$ cat src/rtl/spi_pkg.sv
// Shared types and helpers for the SPI shift engine: FSM state encoding,
// frame-length clamp and the N-bit mask used by the datapath.
package spi_pkg;

  typedef enum logic [1:0] {
    IDLE  = 2'd0,
    SHIFT = 2'd1,
    DONE  = 2'd2
  } spi_state_e;

  // A frame length of zero or beyond the register width means "full width".
  function automatic int unsigned clamp_len(input int unsigned len, input int unsigned max_len);
    return ((len == 0) || (len > max_len)) ? max_len : len;
  endfunction

  // Low n bits set; n may be as large as 32.
  function automatic logic [31:0] len_mask(input int unsigned n);
    return 32'((64'd1 << n) - 64'd1);
  endfunction

endpackage

$ cat src/rtl/spi_shift_engine_if.sv
// Handshake and serial bundle between a frame controller (master) and the
// shift engine (slave).
interface spi_shift_engine_if #(
  parameter int unsigned DATA_LEN = 8
);
  localparam int unsigned LEN_W = $clog2(DATA_LEN + 1);

  logic [DATA_LEN-1:0] data_in;
  logic                load;
  logic [LEN_W-1:0]    frame_len;
  logic                msb_first;
  logic                sample_tick;
  logic                shift_tick;
  logic                serial_in;
  logic                serial_out;
  logic                busy;
  logic                done;
  logic [DATA_LEN-1:0] data_out;
  logic                rx_valid;
  logic                rx_ack;
  logic                rx_overrun;

  modport master (
    output data_in, load, frame_len, msb_first, sample_tick, shift_tick,
           serial_in, rx_ack,
    input  serial_out, busy, done, data_out, rx_valid, rx_overrun
  );

  modport slave (
    input  data_in, load, frame_len, msb_first, sample_tick, shift_tick,
           serial_in, rx_ack,
    output serial_out, busy, done, data_out, rx_valid, rx_overrun
  );

endinterface

$ cat src/rtl/spi_bit_counter.sv
// Bit counter for one frame; terminal_c flags the increment that reaches len_i.
module spi_bit_counter #(
  parameter int unsigned LEN_W = 4
) (
  input  logic             clk,
  input  logic             rst,
  input  logic             load_i,
  input  logic             inc_i,
  input  logic [LEN_W-1:0] len_i,
  output logic             terminal_c
);

  logic [LEN_W-1:0] count_q;
  logic [LEN_W-1:0] count_d;
  logic [LEN_W-1:0] count_inc;

  always_comb begin
    count_inc = count_q + LEN_W'(1);
    count_d   = count_q;
    if (load_i) begin
      count_d = '0;
    end else if (inc_i) begin
      count_d = count_inc;
    end
  end

  assign terminal_c = inc_i && !load_i && (count_inc == len_i);

  always_ff @(posedge clk) begin
    if (rst) begin
      count_q <= '0;
    end else begin
      count_q <= count_d;
    end
  end

endmodule

$ cat src/rtl/spi_shift_engine.sv
// Configurable-length, bit-order-selectable SPI shift engine.
// Define SPI_SHIFT_ENGINE_RXBUF_EN to add a receive holding register with valid/ack/overrun.
module spi_shift_engine
  import spi_pkg::*;
#(
  parameter int unsigned DATA_LEN = 8
) (
  input logic              clk,
  input logic              rst,
  spi_shift_engine_if.slave bus
);

  localparam int unsigned LEN_W = $clog2(DATA_LEN + 1);

  spi_state_e          state_q;
  logic [DATA_LEN-1:0] sr_q, sr_d;
  logic [DATA_LEN-1:0] sr_shr;
  logic [DATA_LEN-1:0] mask_q;
  logic [LEN_W-1:0]    n_q, n_d;
  logic                msb_q, msb_d;
  logic                rx_q, rx_d;
  logic                rx_eff;
  logic                load_acc;
  logic                shift_en;
  logic                sample_en;
  logic                enter_done;
  logic                terminal_c;
  logic                so_d;

  logic                serial_out_q;
  logic                busy_q;
  logic                done_q;
  logic [DATA_LEN-1:0] data_out_q;
  logic                rx_valid_q;
  logic                rx_overrun_q;

  spi_bit_counter #(
    .LEN_W (LEN_W)
  ) u_bit_counter (
    .clk        (clk),
    .rst        (rst),
    .load_i     (load_acc),
    .inc_i      (shift_en),
    .len_i      (n_q),
    .terminal_c (terminal_c)
  );

  // Next shift-register contents, frame settings and the serial bit they expose.
  always_comb begin
    load_acc   = bus.load && (state_q != SHIFT);
    shift_en   = bus.shift_tick && (state_q == SHIFT);
    sample_en  = bus.sample_tick && (state_q == SHIFT);
    enter_done = (state_q == SHIFT) && terminal_c;
    // A coincident sample tick feeds the same-cycle serial_in into the shift.
    rx_eff     = sample_en ? bus.serial_in : rx_q;
    rx_d       = rx_eff;
    mask_q     = DATA_LEN'(len_mask(32'(n_q)));
    n_d        = n_q;
    msb_d      = msb_q;
    sr_d       = sr_q;
    if (load_acc) begin
      n_d   = LEN_W'(clamp_len(32'(bus.frame_len), DATA_LEN));
      msb_d = bus.msb_first;
      sr_d  = bus.data_in & DATA_LEN'(len_mask(32'(n_d)));
    end else if (shift_en) begin
      if (msb_q) begin
        sr_d = ((sr_q << 1) | DATA_LEN'(rx_eff)) & mask_q;
      end else begin
        sr_d = (sr_q >> 1) | (DATA_LEN'(rx_eff) << (n_q - LEN_W'(1)));
      end
    end
    sr_shr = sr_d >> (n_d - LEN_W'(1));
    so_d   = msb_d ? sr_shr[0] : sr_d[0];
  end

  // Frame FSM with registered status, serial and receive outputs.
  always_ff @(posedge clk) begin
    if (rst) begin
      state_q      <= IDLE;
      sr_q         <= '0;
      n_q          <= LEN_W'(DATA_LEN);
      msb_q        <= 1'b0;
      rx_q         <= 1'b0;
      serial_out_q <= 1'b0;
      busy_q       <= 1'b0;
      done_q       <= 1'b0;
      data_out_q   <= '0;
      rx_valid_q   <= 1'b0;
      rx_overrun_q <= 1'b0;
    end else begin
      sr_q         <= sr_d;
      n_q          <= n_d;
      msb_q        <= msb_d;
      rx_q         <= rx_d;
      serial_out_q <= so_d;
      case (state_q)
        SHIFT: begin
          if (terminal_c) begin
            state_q <= DONE;
            busy_q  <= 1'b0;
            done_q  <= 1'b1;
          end else begin
            busy_q  <= 1'b1;
            done_q  <= 1'b0;
          end
        end
        default: begin
          if (load_acc) begin
            state_q <= SHIFT;
            busy_q  <= 1'b1;
          end else begin
            state_q <= IDLE;
            busy_q  <= 1'b0;
          end
          done_q <= 1'b0;
        end
      endcase
`ifdef SPI_SHIFT_ENGINE_RXBUF_EN
      if (enter_done) begin
        data_out_q <= sr_d;
        rx_valid_q <= 1'b1;
        if (rx_valid_q && !bus.rx_ack) begin
          rx_overrun_q <= 1'b1;
        end
      end else if (bus.rx_ack) begin
        rx_valid_q <= 1'b0;
      end
`else
      data_out_q   <= sr_d;
      rx_valid_q   <= enter_done;
      rx_overrun_q <= 1'b0;
`endif
    end
  end

`ifndef SPI_SHIFT_ENGINE_RXBUF_EN
  logic unused_rx_ack;
  assign unused_rx_ack = bus.rx_ack;
`endif

  assign bus.serial_out = serial_out_q;
  assign bus.busy       = busy_q;
  assign bus.done       = done_q;
  assign bus.data_out   = data_out_q;
  assign bus.rx_valid   = rx_valid_q;
  assign bus.rx_overrun = rx_overrun_q;

endmodule

$ cat src/flat_wrapper.sv
// flat-port wrapper written by rule: the top's interface ports become plain ports
module spi_shift_engine_flat import spi_pkg::*;
#(
  parameter int unsigned DATA_LEN = 8
)
  (clk, rst, bus_data_in, bus_load, bus_frame_len, bus_msb_first, bus_sample_tick, bus_shift_tick, bus_serial_in, bus_rx_ack, bus_serial_out, bus_busy, bus_done, bus_data_out, bus_rx_valid, bus_rx_overrun);
  spi_shift_engine_if #(.DATA_LEN(DATA_LEN)) bus_i ();
  input logic clk;
  input logic rst;
  input wire logic [$bits(bus_i.data_in)-1:0] bus_data_in;
  input wire logic [$bits(bus_i.load)-1:0] bus_load;
  input wire logic [$bits(bus_i.frame_len)-1:0] bus_frame_len;
  input wire logic [$bits(bus_i.msb_first)-1:0] bus_msb_first;
  input wire logic [$bits(bus_i.sample_tick)-1:0] bus_sample_tick;
  input wire logic [$bits(bus_i.shift_tick)-1:0] bus_shift_tick;
  input wire logic [$bits(bus_i.serial_in)-1:0] bus_serial_in;
  input wire logic [$bits(bus_i.rx_ack)-1:0] bus_rx_ack;
  output wire logic [$bits(bus_i.serial_out)-1:0] bus_serial_out;
  output wire logic [$bits(bus_i.busy)-1:0] bus_busy;
  output wire logic [$bits(bus_i.done)-1:0] bus_done;
  output wire logic [$bits(bus_i.data_out)-1:0] bus_data_out;
  output wire logic [$bits(bus_i.rx_valid)-1:0] bus_rx_valid;
  output wire logic [$bits(bus_i.rx_overrun)-1:0] bus_rx_overrun;
  assign bus_i.data_in = bus_data_in;
  assign bus_i.load = bus_load;
  assign bus_i.frame_len = bus_frame_len;
  assign bus_i.msb_first = bus_msb_first;
  assign bus_i.sample_tick = bus_sample_tick;
  assign bus_i.shift_tick = bus_shift_tick;
  assign bus_i.serial_in = bus_serial_in;
  assign bus_i.rx_ack = bus_rx_ack;
  assign bus_serial_out = bus_i.serial_out;
  assign bus_busy = bus_i.busy;
  assign bus_done = bus_i.done;
  assign bus_data_out = bus_i.data_out;
  assign bus_rx_valid = bus_i.rx_valid;
  assign bus_rx_overrun = bus_i.rx_overrun;
  spi_shift_engine #(.DATA_LEN(DATA_LEN)) u_core (.clk(clk), .rst(rst), .bus(bus_i));
endmodule
$ cat config.mk
export PLATFORM = sky130hd
export DESIGN_NAME = spi_shift_engine_flat
export DESIGN_NICKNAME = d
export VERILOG_FILES = /design/src/rtl/spi_pkg.sv /design/src/rtl/spi_shift_engine_if.sv /design/src/rtl/spi_bit_counter.sv /design/src/rtl/spi_shift_engine.sv /design/src/flat_wrapper.sv
export SDC_FILE = /design/constraint.sdc
export NUM_CORES = 1
export LEC_CHECK = 0
export BUFFER_PORTS_ARGS = -buffer_cell sky130_fd_sc_hd__buf_2
export CAP_MARGIN = 0
export CORE_MARGIN = 5
export CORE_UTILIZATION = 40
export CTS_CLUSTER_DIAMETER = 80
export DETAILED_ROUTE_END_ITERATION = 7
export GPL_ROUTABILITY_DRIVEN = 0
export SETUP_SLACK_MARGIN = 0.15
export SLEW_MARGIN = 20
export SYNTH_ARGS = -nofsm -noshare
export SYNTH_HDL_FRONTEND = slang
export SYNTH_SLANG_ARGS = --single-unit
$ cat constraint.sdc
create_clock -name clk -period 4 [get_ports clk]
set_clock_uncertainty 0.2 [all_clocks]
set_input_delay 0.4 -clock clk [delete_from_list [all_inputs] [get_ports clk]]
set_output_delay 0.4 -clock clk [all_outputs]
set_load 0.02 [all_outputs]
# Yosys cells after proc, flatten, opt, wreduce, memory -nomap -nowiden
# Cells that the tools add are included.
# word_totals
mem_count	0
in_bits	20
mem_bits_ro	0
mem_bits_rw	0
latch_bits	0
output_inout_bits	13
ff_bits	24
# op_classes
n_reduce_logical	11
bitwise_logic	5
eq_ne	4
mul	0
shift	4
add_sub_neg	5
muxes	15
div	0
magnitude_cmp	1
# op_table
cell	count
two-way mux 8 bit	3
bitwise AND 8 bit	2
left shift 1 x 4 -> 8 bit, first input constant	2
subtractor 8 x 1 -> 8 bit, second input constant	2
two-way mux 1 bit	8
two-way mux 4 bit	2
bitwise OR 7 x 8 -> 8 bit	1
bitwise OR 8 x 1 -> 8 bit	1
left shift 1 x 4 -> 8 bit	1
right shift 8 x 4 -> 1 bit	1
subtractor 4 x 1 -> 4 bit, second input constant	2
logical AND 1 bit	6
adder 4 x 1 -> 4 bit, second input constant	1
equality test 4 bit	1
greater-than comparator 4 bit, second input constant	1
logical NOT 4 bit	1
two-way mux 2 bit	2
!= test 2 x 1 -> 1 bit, second input constant	2
OR reduction 2 bit	2
equality test 2 x 1 -> 1 bit, second input constant	1
logical NOT 1 bit	1
logical OR 1 bit	1
NOT 1 bit	1

# Longest topological paths before layout
# depth
word_depth	10
mapped_depth	11
ltp_nobuf	11

# Modules after synthesis
# Synthesis repeated with hierarchy kept, for this count alone.
# unflattened
cells_unflattened	253
area_unflattened_um2	1971.9
# by_module_without_submodules
mod	area_per_inst_um2	instances	cells_per_inst
spi_shift_engine	1736.7	1	229
spi_bit_counter	235.2	1	24

# Worst setup path before layout
# OpenSTA, ideal clock, no wires.
# synth_timing
path_type	input -> register
from	input bus_frame_len[0]
to	register u_core.serial_out_q, in the netlist u_core.bus.serial_out
setup_slack_ns	0.992
setup_time_ns	0.096
arrival_time_ns	2.712
stages	10
cell_sequence	clkbuf_1 > or4b_2 > ha_1 > or4b_1 > a21oi_1 > o211ai_1 > o221ai_1 > a32oi_1 > and3_1 > o41ai_2
# synth_via
elab_chain_len	9
elab_cells_between_ends	12
classes_between	2 x add/sub; 1 x order compare; 2 x shift; 4 x mux; 1 x bitwise; 2 x reduce/logical
# synth_rtl
item	line	source
start: declaration	flat_wrapper.sv:12	input wire logic [$bits(bus_i.frame_len)-1:0] bus_frame_len;
greater-than comparator 4 bit or logical NOT 4 bit (tied branches)	spi_pkg.sv:13	return ((len == 0) || (len > max_len)) ? max_len : len;
logical OR 1 bit	spi_pkg.sv:13	
two-way mux 4 bit (*)	spi_pkg.sv:13	
left shift 1 x 4 -> 8 bit	spi_pkg.sv:18	return 32'((64'd1 << n) - 64'd1);
subtractor 8 x 1 -> 8 bit	spi_pkg.sv:18	
bitwise AND 8 bit	spi_shift_engine.sv:64	sr_d = bus.data_in & DATA_LEN'(len_mask(32'(n_d)));
two-way mux 8 bit	spi_shift_engine.sv:61	if (load_acc) begin
right shift 8 x 4 -> 1 bit	spi_shift_engine.sv:72	sr_shr = sr_d >> (n_d - LEN_W'(1));
two-way mux 1 bit (*)	spi_shift_engine.sv:73	so_d = msb_d ? sr_shr[0] : sr_d[0];
end signal: assignment	spi_shift_engine.sv:84	serial_out_q <= 1'b0;
end signal: assignment	spi_shift_engine.sv:95	serial_out_q <= so_d;
end: declaration	spi_shift_engine.sv:30	logic serial_out_q;
# Mark *: on every way between the ends. The rest lies on a longest branch, timed or not.
# A chain may end at the register's enable or synchronous reset.

# Worst setup path in the final report
# layout_timing
from	register u_core.n_q[0]
to	register u_core.serial_out_q, in the netlist u_core.bus.serial_out
# layout_via
elab_chain_len	8
elab_cells_between_ends	13
classes_between	3 x add/sub; 3 x shift; 5 x mux; 2 x bitwise
# layout_rtl
item	line	source
start: declaration	spi_shift_engine.sv:19	logic [LEN_W-1:0] n_q, n_d;
start signal: assignment	spi_shift_engine.sv:81	n_q <= LEN_W'(DATA_LEN);
start signal: assignment	spi_shift_engine.sv:92	n_q <= n_d;
left shift 1 x 4 -> 8 bit or subtractor 4 x 1 -> 4 bit (tied branches)	spi_pkg.sv:18, spi_shift_engine.sv:69	
subtractor 8 x 1 -> 8 bit or left shift 1 x 4 -> 8 bit (tied branches)	spi_pkg.sv:18, spi_shift_engine.sv:69	
bitwise AND 8 bit or bitwise OR 7 x 8 -> 8 bit (tied branches)	spi_shift_engine.sv:67, spi_shift_engine.sv:69	
two-way mux 8 bit	spi_shift_engine.sv:66	if (msb_q) begin
two-way mux 8 bit	spi_shift_engine.sv:65	end else if (shift_en) begin
two-way mux 8 bit	spi_shift_engine.sv:61	
right shift 8 x 4 -> 1 bit	spi_shift_engine.sv:72	
two-way mux 1 bit (*)	spi_shift_engine.sv:73	
# Marks and branches as above.

==> impl_metrics.csv <==
group,metric,value,unit
outcome,status,"finished, final reports clean",
global_routing,grt_overflow,0,
timing,finalCriticalPeriod,3.20,ns
final_layout,drive_gt1_share,15.1,%
clock_tree,cts_hold_buf,0,
logic_synthesis,yosysWarningCount,0,
final_layout,area_delta_synth_final,12.6,%
floorplanning,rows,24,
min_path,hold_path.startpoint,"bus_serial_in",
logic_synthesis,netlist_instances,244,
global_routing,antenna_found_initial,0,
timing,rsz0062_at_grt,"no",
global_routing,grt_use_total,17.4,%
logic_synthesis,async_flop_share,0,%
timing,fmax,313,MHz
placed_design,io_buffers,30,
clock_tree,cts_tree,"done",
logic_synthesis,synth-seq-cells,24,
final_layout,fin_nets,295,
worst_setup_path,start_kind,"flop",
clock_tree,cts.sinks,24,
timing,tightest_slew,0.636,ns
min_path,min_to,"u_core.rx_q",
route,viasPerCell,6.10,
global_routing,grt_pass1_vias,1754,
clock_tree,path_clk_slew,0.10,ns
timing,setup_viol,0,
placed_design,place_hpwl,3.91,mm
worst_setup_path,cp.required,3.98,ns
global_routing,grt_pass1_wl,8.65,mm
floorplanning,core,0.00444,mm^2
run,drv_cap,0,
timing,period_share,80.0,%
placed_design,place_area,0.00204,mm^2
timing,setup-tns-final,0,ns
floorplanning,die_y,78.4,um
route,drc,0,
min_path,hold_depth,3,
global_routing,grt_max_degree,23,
power,pwr-share-clk,33.6,%
floorplanning,die_width,78.4,um
power,p_sw,0.000209,W
worst_setup_path,worstSetupPathType,"flop to flop",
worst_setup_path,rrSetupSlack,0.80,ns
final_layout,antenna_cells,0,
logic_synthesis,synth.distinct_cells,63,
power,power.density,314,mW/mm^2
timing,relSlewSlack,57.6,%
route,wl_per_cell,16.7,um
power,p_int,0.000452,W
timing,hold_slack,0.202,ns
clock_tree,numCtsBuffers,3,
route,wl,5.28,mm
floorplanning,die_area,0.00614,mm^2
power,vdd_drop_max,0.128,mV
worst_setup_path,crit_fanout,9,
timing,maxSlewViolCount,0,
logic_synthesis,netlist_area,0.00187,mm^2
worst_setup_path,endpoint_kind,"flop",
power,p_comb_share,26.0,%
clock_tree,root_buffer,"clkbuf_8",
final_layout,final_area,0.00211,mm^2
clock_tree,htreeDepth,1,
logic_synthesis,synth_top_flop_cell,"dfxtp_1",
logic_synthesis,synth_nets,273,
worst_setup_path,r2r_end,"u_core.bus.serial_out",
floorplanning,start_util,42.1,%
min_path,hold_class,"primary input to flop",
clock_tree,cts_setup_buffers,0,
logic_synthesis,syn_avg_cell_area,7.67,um^2
route,vias,1934,
floorplanning,io-pin-count,33,
route,antenna_left,0,
route,first_pass_iters,5,
worst_setup_path,worstReg2RegStart,"u_core.n_q[0]",
clock_tree,ctsResizeCount,0,
power,sw_frac_of_total,31.6,%
clock_tree,clockBufferDepth,2,
logic_synthesis,yosysSeqAreaShare,25.7,%
clock_tree,clock_latency,0.28,ns
route,drt_iter0_markers,222,
logic_synthesis,synth-edff-count,0,
timing,hold_viol,0,
power,p_leak,0.876,nW
worst_setup_path,crit_arrival,3.18,ns
power,seqPwrFrac,40.4,%
worst_setup_path,reg2reg_depth,11,
==> critical path, stage by stage, from the launching register on <==
cell      delay [ns]
dfxtp_1         0.55
inv_1           0.19
ha_1            0.34
nand2_1         0.10
ha_1            0.30
or4b_1          0.46
nand4_1         0.11
a31oi_1         0.10
o221ai_1        0.23
a32oi_1         0.08
and3_1          0.22
o41ai_2         0.22
==> power groups by stage <==
stage | Combinational [W] | Sequential, W | Clock [W]
6_report | 0.000172 | 0.000267 | 0.000222
5_1_grt | 0.000191 | 0.000269 | 0.000230
4_1_cts | 0.000171 | 0.000266 | 0.000224
3_5_place_dp | 0.000169 | 0.000272 | 0
3_3_place_gp | 0.000169 | 0.000272 | 0
2_1_floorplan | 0.000120 | 0.000274 | 0
==> final cells by class <==
class	instances	area, um^2
flip-flops and latches	24	480
well taps	52	65.1
clock inverters	1	30.0
multi-input cells	193	1280
fillers	440	2340
repair buffers	31	158
inverters	13	48.8
clock buffers	3	41.3
==> registers in the layout, summed over array words and instances, names as in the netlist, 2 cells and up <==
name,cells
u_core.u_bit_counter.count_q,4
u_core.sr_q,8
u_core.state_q,2
u_core.n_q,4
==> metal layers <==
metal  global-route usage [%]  vias to the layer above  routed length [um]
met1                     23.2                      923                2500
met2                     29.9                       64                2460
met4                     4.90                        0                  83
met5                        0                        -                   0
met3                     1.60                        8                 235
li1                         -                      939                   -
==> cell families (layout without fill, tap and decap cells) <==
family / after synthesis / count (layout) / share of synthesized area, %
multiplexers: 5 / 5 / 2.68
buffers and inverters: 27 / 48 / 5.69
AO/OA/AOI/OAI: 72 / 72 / 27.4
XOR/XNOR: 13 / 13 / 6.09
adder cells (fa/ha/maj): 9 / 9 / 6.02
AND/OR/NAND/NOR: 92 / 92 / 26.1
other: 2 / 2 / 0.401
flip-flops: 24 / 24 / 25.7
==> per-stage QoR <==
stage / worst slack [ns] / power, W / utilization, % / std cells
2_1_floorplan: 0.992 / 0.000395 / - / 244
3_3_place_gp: 0.756 / 0.000441 / 45.8 / 313
3_5_place_dp: 0.759 / 0.000441 / 45.8 / 313
4_1_cts: 0.816 / 0.000661 / 47.4 / 317
5_1_grt: 0.575 / 0.000689 / 47.4 / 317
6_report: 0.800 / 0.000661 / 47.4 / 317
==> layout by cell type, fill, tap and decap left out, drive strengths merged, types with 2 or more instances in the layout <==
master / n
a211oi: 3
a21boi: 2
a21o: 2
a21oi: 14
a311o: 3
a31oi: 11
a32oi: 2
and2: 4
and3: 3
buf: 31
clkbuf: 3
conb: 2
dfxtp: 24
ha: 9
inv: 13
mux2i: 5
nand2: 18
nand2b: 4
nand3: 12
nand3b: 4
nand4: 2
nor2: 23
nor2b: 2
nor3: 6
nor4: 3
o211a: 2
o211ai: 3
o21ai: 11
o31a: 2
o31ai: 3
or4b: 4
xnor2: 8
xor2: 5
==> Yosys cell counts (4+ instances only) <==
cell,number,area (um^2)
dfxtp_1,24,480
nand2b_1,4,25.0
o21ai_0,8,40.0
clkbuf_1,11,41.3
ha_1,9,113
nand3b_1,4,30.0
nand2_1,18,67.6
xnor2_1,8,70.1
mux2i_1,5,50.1
nor3_1,6,30.0
nor2_1,23,86.3
inv_1,13,48.8
xor2_1,5,43.8
a31oi_1,10,62.6
a21oi_1,14,70.1
nand3_1,12,60.1
==> how the worst max path moves through the flow <==
stage	startpoint	endpoint	slack [ns]	cells past startpoint
floorplan	bus_frame_len[0]	u_core.bus.serial_out	0.99	10
global placement	bus_frame_len[3]	u_core.bus.serial_out	0.76	10
detailed placement	bus_frame_len[2]	u_core.bus.serial_out	0.76	10
CTS	u_core.state_q[1]	u_core.bus.serial_out	0.82	9
global route	u_core.n_q[0]	u_core.bus.serial_out	0.58	11
finish	u_core.n_q[0]	u_core.bus.serial_out	0.80	11
Note: power is estimated with default switching activity, not from simulation.
